File: config.mk
export PLATFORM = sky130hd
export DESIGN_NAME = sound_event_scheduler
export DESIGN_NICKNAME = d
export VERILOG_FILES = /design/src/rtl/sound_pkg.sv /design/src/rtl/sound_tick_timer.sv /design/src/rtl/sound_event_scheduler.sv
export SDC_FILE = /design/constraint.sdc
export NUM_CORES = 1
export LEC_CHECK = 0
export CELL_PAD_IN_SITES_DETAIL_PLACEMENT = 1
export CELL_PAD_IN_SITES_GLOBAL_PLACEMENT = 1
export CORE_MARGIN = 5
export CORE_UTILIZATION = 45
export DETAILED_ROUTE_END_ITERATION = 16
export PLACE_DENSITY = 0.83
export SLEW_MARGIN = 15
export SYNTH_ARGS = -nofsm -noshare
export SYNTH_HDL_FRONTEND = slang
export SYNTH_SLANG_ARGS = --single-unit
File: constraint.sdc
create_clock -name clk -period 3.95 [get_ports clk]
set_input_delay 0.79 -clock clk [delete_from_list [all_inputs] [get_ports clk]]
set_output_delay 0.79 -clock clk [all_outputs]
set_load 0.01 [all_outputs]
File: src/rtl/sound_pkg.sv
// sound_pkg: shared states, event classes and note tables for the sound event scheduler
package sound_pkg;
    typedef enum logic [1:0] {IDLE, PLAY, GAP} sched_state_t;
    // Encoding order is the arbitration priority
    typedef enum logic [1:0] {EVT_NONE, EVT_DIR, EVT_GOOD, EVT_BAD} evt_t;

    localparam logic [7:0] BAD_N0  = 8'd200;
    localparam logic [7:0] BAD_N1  = 8'd160;
    localparam logic [7:0] BAD_N2  = 8'd120;
    localparam logic [7:0] GOOD_N0 = 8'd45;
    localparam logic [7:0] GOOD_N1 = 8'd30;
    localparam logic [7:0] DIR_N0  = 8'd60;

    localparam logic [1:0] BAD_LEN  = 2'd3;
    localparam logic [1:0] GOOD_LEN = 2'd2;
    localparam logic [1:0] DIR_LEN  = 2'd1;

    function automatic logic [7:0] note_code(evt_t e, logic [1:0] i);
        return e == EVT_BAD  ? (i == 2'd0 ? BAD_N0 : i == 2'd1 ? BAD_N1 : BAD_N2) :
               e == EVT_GOOD ? (i == 2'd0 ? GOOD_N0 : GOOD_N1) :
               e == EVT_DIR  ? DIR_N0 : 8'd0;
    endfunction

    function automatic logic [1:0] seq_len(evt_t e);
        return e == EVT_BAD ? BAD_LEN : e == EVT_GOOD ? GOOD_LEN : e == EVT_DIR ? DIR_LEN : 2'd0;
    endfunction

    function automatic logic [2:0] evt_mask(evt_t e);
        return {e == EVT_BAD, e == EVT_GOOD, e == EVT_DIR};
    endfunction
endpackage

File: src/rtl/sound_tick_timer.sv
// sound_tick_timer: prescaler plus tick counter timing one note or gap phase
// Wraps to zero on done so back-to-back phases need no extra restart.
module sound_tick_timer #(
    parameter int TICK_DIV   = 120000,
    parameter int NOTE_TICKS = 10,
    parameter int GAP_TICKS  = 3
) (
    input  logic clk,
    input  logic nRst,
    input  logic start,
    input  logic run,
    input  logic gap,
    output logic done
);
    localparam int PW = TICK_DIV > 1 ? $clog2(TICK_DIV) : 1;
    localparam int MT = NOTE_TICKS > GAP_TICKS ? NOTE_TICKS : GAP_TICKS;
    localparam int TW = $clog2(MT + 1);

    logic [PW-1:0] pre;
    logic [TW-1:0] tick;
    logic          pre_end;

    assign pre_end = pre == PW'(TICK_DIV - 1);
    assign done    = run && pre_end && tick == (gap ? TW'(GAP_TICKS - 1) : TW'(NOTE_TICKS - 1));

    always_ff @(posedge clk or negedge nRst) begin
        if (!nRst) begin
            pre  <= '0;
            tick <= '0;
        end else if (start) begin
            pre  <= '0;
            tick <= '0;
        end else if (run) begin
            pre <= pre_end ? '0 : pre + 1'b1;
            if (pre_end)
                tick <= done ? '0 : tick + 1'b1;
        end
    end
endmodule

File: src/rtl/sound_event_scheduler.sv
// sound_event_scheduler: prioritised game-event note sequencer driving freq code and playSound
// Define SOUND_PENDING_EN to keep one pending request per event class, replayed at sequence end.
module sound_event_scheduler import sound_pkg::*; #(
    parameter int TICK_DIV   = 120000,
    parameter int NOTE_TICKS = 10,
    parameter int GAP_TICKS  = 3
) (
    input  logic       clk,
    input  logic       nRst,
    input  logic       enable_i,
    input  logic       badColl_i,
    input  logic       goodColl_i,
    input  logic       dirChg_i,
    output logic [7:0] freq_o,
    output logic       playSound_o,
    output logic       busy_o
);
    sched_state_t state, state_n;
    evt_t         cur, cur_n, req, ld, pend_evt;
    logic [1:0]   idx, idx_n;
    logic [7:0]   freq_n;
    logic         play_n, start, done, last, accept, seq_end;

    assign req     = badColl_i ? EVT_BAD : goodColl_i ? EVT_GOOD : dirChg_i ? EVT_DIR : EVT_NONE;
    assign accept  = enable_i && req != EVT_NONE && (state == IDLE || req > cur);
    assign last    = idx == seq_len(cur) - 2'd1;
    assign seq_end = done && state == PLAY && last;
    assign busy_o  = state != IDLE;

`ifdef SOUND_PENDING_EN
    logic [2:0] pend, pend_all;
    assign pend_all = pend | {badColl_i, goodColl_i, dirChg_i};
    assign pend_evt = pend_all[2] ? EVT_BAD : pend_all[1] ? EVT_GOOD : pend_all[0] ? EVT_DIR : EVT_NONE;
    always_ff @(posedge clk or negedge nRst) begin
        if (!nRst)
            pend <= '0;
        else
            pend <= enable_i ? pend_all & ~evt_mask(ld) : 3'b0;
    end
`else
    assign pend_evt = EVT_NONE;
`endif

    sound_tick_timer #(
        .TICK_DIV(TICK_DIV),
        .NOTE_TICKS(NOTE_TICKS),
        .GAP_TICKS(GAP_TICKS)
    ) u_timer (
        .clk(clk),
        .nRst(nRst),
        .start(start),
        .run(state != IDLE),
        .gap(state == GAP),
        .done(done)
    );

    always_comb begin
        state_n = state;
        cur_n   = cur;
        idx_n   = idx;
        freq_n  = freq_o;
        play_n  = playSound_o;
        start   = 1'b0;
        ld      = accept ? req : seq_end ? pend_evt : EVT_NONE;
        if (!enable_i) begin
            state_n = IDLE;
            cur_n   = EVT_NONE;
            idx_n   = 2'd0;
            freq_n  = 8'd0;
            play_n  = 1'b0;
        end else if (ld != EVT_NONE) begin
            state_n = PLAY;
            cur_n   = ld;
            idx_n   = 2'd0;
            freq_n  = note_code(ld, 2'd0);
            play_n  = 1'b1;
            start   = 1'b1;
        end else if (seq_end) begin
            state_n = IDLE;
            cur_n   = EVT_NONE;
            idx_n   = 2'd0;
            freq_n  = 8'd0;
            play_n  = 1'b0;
        end else if (done && state == PLAY) begin
            state_n = GAP;
            idx_n   = idx + 2'd1;
            freq_n  = note_code(cur, idx + 2'd1);
            play_n  = 1'b0;
        end else if (done && state == GAP) begin
            state_n = PLAY;
            play_n  = 1'b1;
        end
    end

    always_ff @(posedge clk or negedge nRst) begin
        if (!nRst) begin
            state       <= IDLE;
            cur         <= EVT_NONE;
            idx         <= 2'd0;
            freq_o      <= 8'd0;
            playSound_o <= 1'b0;
        end else begin
            state       <= state_n;
            cur         <= cur_n;
            idx         <= idx_n;
            freq_o      <= freq_n;
            playSound_o <= play_n;
        end
    end
endmodule

==> results.md <==
* Outcome: finished clean
* Cell count after synthesis at 231
* CP max FO at 7
* Clk buf depth at 2
* Top cell type's share of synthesized area at 0.404
* YS warnings at 0
* Synth cell count leaders: 35 x dfrtp_1, 25 x nor2_1, 21 x nand2_1, 14 x nand3_1, 13 x ha_1
* PwrDens at roughly 350 nW/um2
* First-pass GRT wire length at about 9500 um
* RSZ-0062 raised after global routing: no
* Xor-xnor portion of the synthesized cell area at 0.0526
* Placed Cells at slightly below 300
* Antenna Nets Post-Route at 0
* Adder-cell share of the synthesized area at 0.0751
* Drt initial violations at 86
* Mux share of post-synthesis cell area at 0.0329
* EDFF count, synth at 0
* Die area at roughly 6300 um2
* Worst vdd ir at 186 uV
* Final nets at roughly 270
* I/O pin count at 16
* DR WL/cell at ~18 um
* Lkg Pwr at about 1.1 nW
* Max Fclk at between 200 and 300 MHz
* Largest area contributor in the netlist: dfrtp_1
* Initial core utilization at 0.462
* DR DRC count at 0
* Vias per cell at approximately 5.8
* DR pass1 iterations at 4
* Reg-to-reg setup timing slack at 1.11 ns
* CP endpoint kind: register
* Final Hold Viols at 0
* Most frequent cell after synthesis: dfrtp_1
* CP Launch Type: primary input
* Crit share post-route at 0.911
* Final GP Congestion at between 0.8 and 0.9
* Post-synthesis simple-gate area fraction at 0.266
* Post-synthesis instance area at 2170 um2
* Synth area leaders: dfrtp_1 40%, ha_1 7.5%, nor2_1 4.3%
* Drt total wl at roughly 5400 um
* Worst-Margin Slew at about 0.64 ns
* CTS tree: done
* Setup TNS at 0 ns
* Compound-gate portion of the synthesized area at 0.130
* Worst path required time at slightly above 4 ns
* Port-buffer cells at 15
* Layout cells sized above 1 at 0.108
* Post-synth cell types at 53
* Slew Viols, Final at 0
* Remaining Overflow, GRT at 0
* Post-Syn Nets at 250
* Vias in the first global route at 1,922
* Core area at around 4700 um2
* CP peak stage delay at 0.42 ns
* Root cell of the clock tree: clkbuf_8
* Post-Layout Cell Count at around 310
* Synth async-reset ratio at 1.00
* Vias at between 1,500 and 2,000
* Clock sink count at 35
* Multi-input logic area at around 1200 um2
* Max-slew headroom at 0.573
* Register area share after synthesis at 0.404
* Worst-path clk slew at approximately 0.070 ns
* Num CTS Buffers at 5
* Largest family of logic cells by synthesized area: simple AND/OR/NAND/NOR gates
* Row Count at 25
* Setup-failing EPs final at 0
* Layout Skew at roughly 0.0087 ns
* Gr usage total at 0.194
* Final Cell Area at about 2500 um2
* Hold Crit Class: reg -> reg
* Worst Path Arrival at 3.80 ns
* Area Overhead vs Synth at 14.3%
* CTS H-Tree Depth at 2
* Register Area at just under 900 um2
* Largest net degree at the start of global routing at 36
* Kind of critical path: in -> reg
* Overall die width at a little under 80 um
* Vert. Die Dim at between 70 and 80 um
* Post-synthesis register bit count at 35
* Fillcell total at ~540
* Initial antenna violation count at 0
* Ys flop type: dfrtp_1
* Post-DP HPWL at approximately 4000 um
* Final min period at 3.60 ns
* N_diodes at 0
* Clk Latency, worst-skew pair at about 0.29 ns
* # hold bufs at CTS at 0
* CP max-delay cell: clkdlybuf4s50_1
* Max-cap violations at 0
* CP cell instances: clkdlybuf4s50_1 -> or2_2 -> ha_1 -> nor2b_1 -> a2bb2oi_1 -> o21ai_0 -> nand2b_1 -> ha_1 -> nand2b_1 -> nand2_1 -> a21oi_1 -> o21ai_0 -> a31oi_1
* Avg Inst Size Synth at 9.38 um2
* Placed cell area at 2370 um2
[state kept, by name, indices dropped and copies added (netlist names)]
register / flops
idx: 2
playSound_o: 1
cur: 2
state: 1
u_timer.tick: 4
freq_o: 8
u_timer.pre: 17
[cell type report]
class,instances,share of cell area
multi-input combinational,178,0.487
inverter,10,0.0152
timing repair buffer,20,0.0758
tap,54,0.0273
clock buffer,8,0.0404
sequential,35,0.354
[layout by cell type (no fill, tap or decap), types with 2 or more instances in the layout]
cell,n
buf_4,5
xor2_1,10
a21oi_1,8
or2b_2,3
ha_1,13
nand2b_1,4
nand2_1,21
and4_1,3
clkdlybuf4s50_1,15
nor2_1,25
dfrtp_1,35
and2_1,2
nor2b_1,5
xnor2_1,3
nor4_1,2
clkbuf_8,7
or3_1,6
nand3_1,14
a22o_1,3
a41oi_1,2
nand4_1,4
and3_2,2
inv_1,9
o211ai_1,2
mux2i_1,6
a31oi_1,4
o22ai_1,2
o21ai_0,10
[per-stage QoR]
stage | hold WS, ns | util | setup slack, ns | power [mW]
floorplan | 0.460 | - | 0.525 | 0.522
global placement | 0.501 | 0.506 | 0.220 | 0.585
detailed placement | 0.501 | 0.506 | 0.00496 | 0.593
CTS | 0.513 | 0.527 | 0.180 | 0.884
global route | 0.538 | 0.527 | 0.0307 | 0.933
finish | 0.509 | 0.527 | 0.352 | 0.876
[power by group]
part	internal [mW]	switching (mW)	total, mW
clock network	0.159	0.130	0.289
logic	0.0782	0.100	0.179
registers	0.383	0.0252	0.408
total	0.620	0.256	0.876
[path summary, 6_finish.rpt]
kind / from / to / cells after the start
worst min-delay path: u_timer.pre[13] / u_timer.pre[13] / 1
max in group asynchronous: nRst / freq_o[1] / 2
worst max-delay path: goodColl_i / u_timer.pre[14] / 13
min in group asynchronous: nRst / u_timer.tick[2] / 2
worst max register to register: cur[1] / u_timer.pre[14] / 12
worst min register to register: u_timer.pre[13] / u_timer.pre[13] / 1
[routing by layer]
| layer | vias to the layer above | routed length, um | GRT usage |
|---|---|---|---|
| met5 | - | 0 | 0 |
| met4 | 0 | 77 | 0.0550 |
| met3 | 8 | 111 | 0.0395 |
| met2 | 24 | 2640 | 0.325 |
| met1 | 876 | 2600 | 0.254 |
| li1 | 865 | - | - |
[timing repair]
item / in CTS / in global routing
gates resized for setup: 0 / 1
buffers inserted: 0 / 0
endpoints found under the setup margin: 0 / 1
[worst max-delay path: cells and delay by family]
family,cells,cell delay [ns]
adder cells (fa/ha/maj),2,0.48
AND/OR/NAND/NOR,5,1.12
buffers and inverters,1,0.42
AO/OA/AOI/OAI,5,0.99
[cells by family after synthesis]
| group | Yosys count |
|---|---|
| muxes | 7 |
| xor gates and xnor gates | 13 |
| DFF | 35 |
| AOI/OAI and AO/OA | 42 |
| and+or+nand+nor | 103 |
| adders and majority gates | 13 |
| buffers and inverters | 18 |
Note: power is estimated with default switching activity, not from simulation.
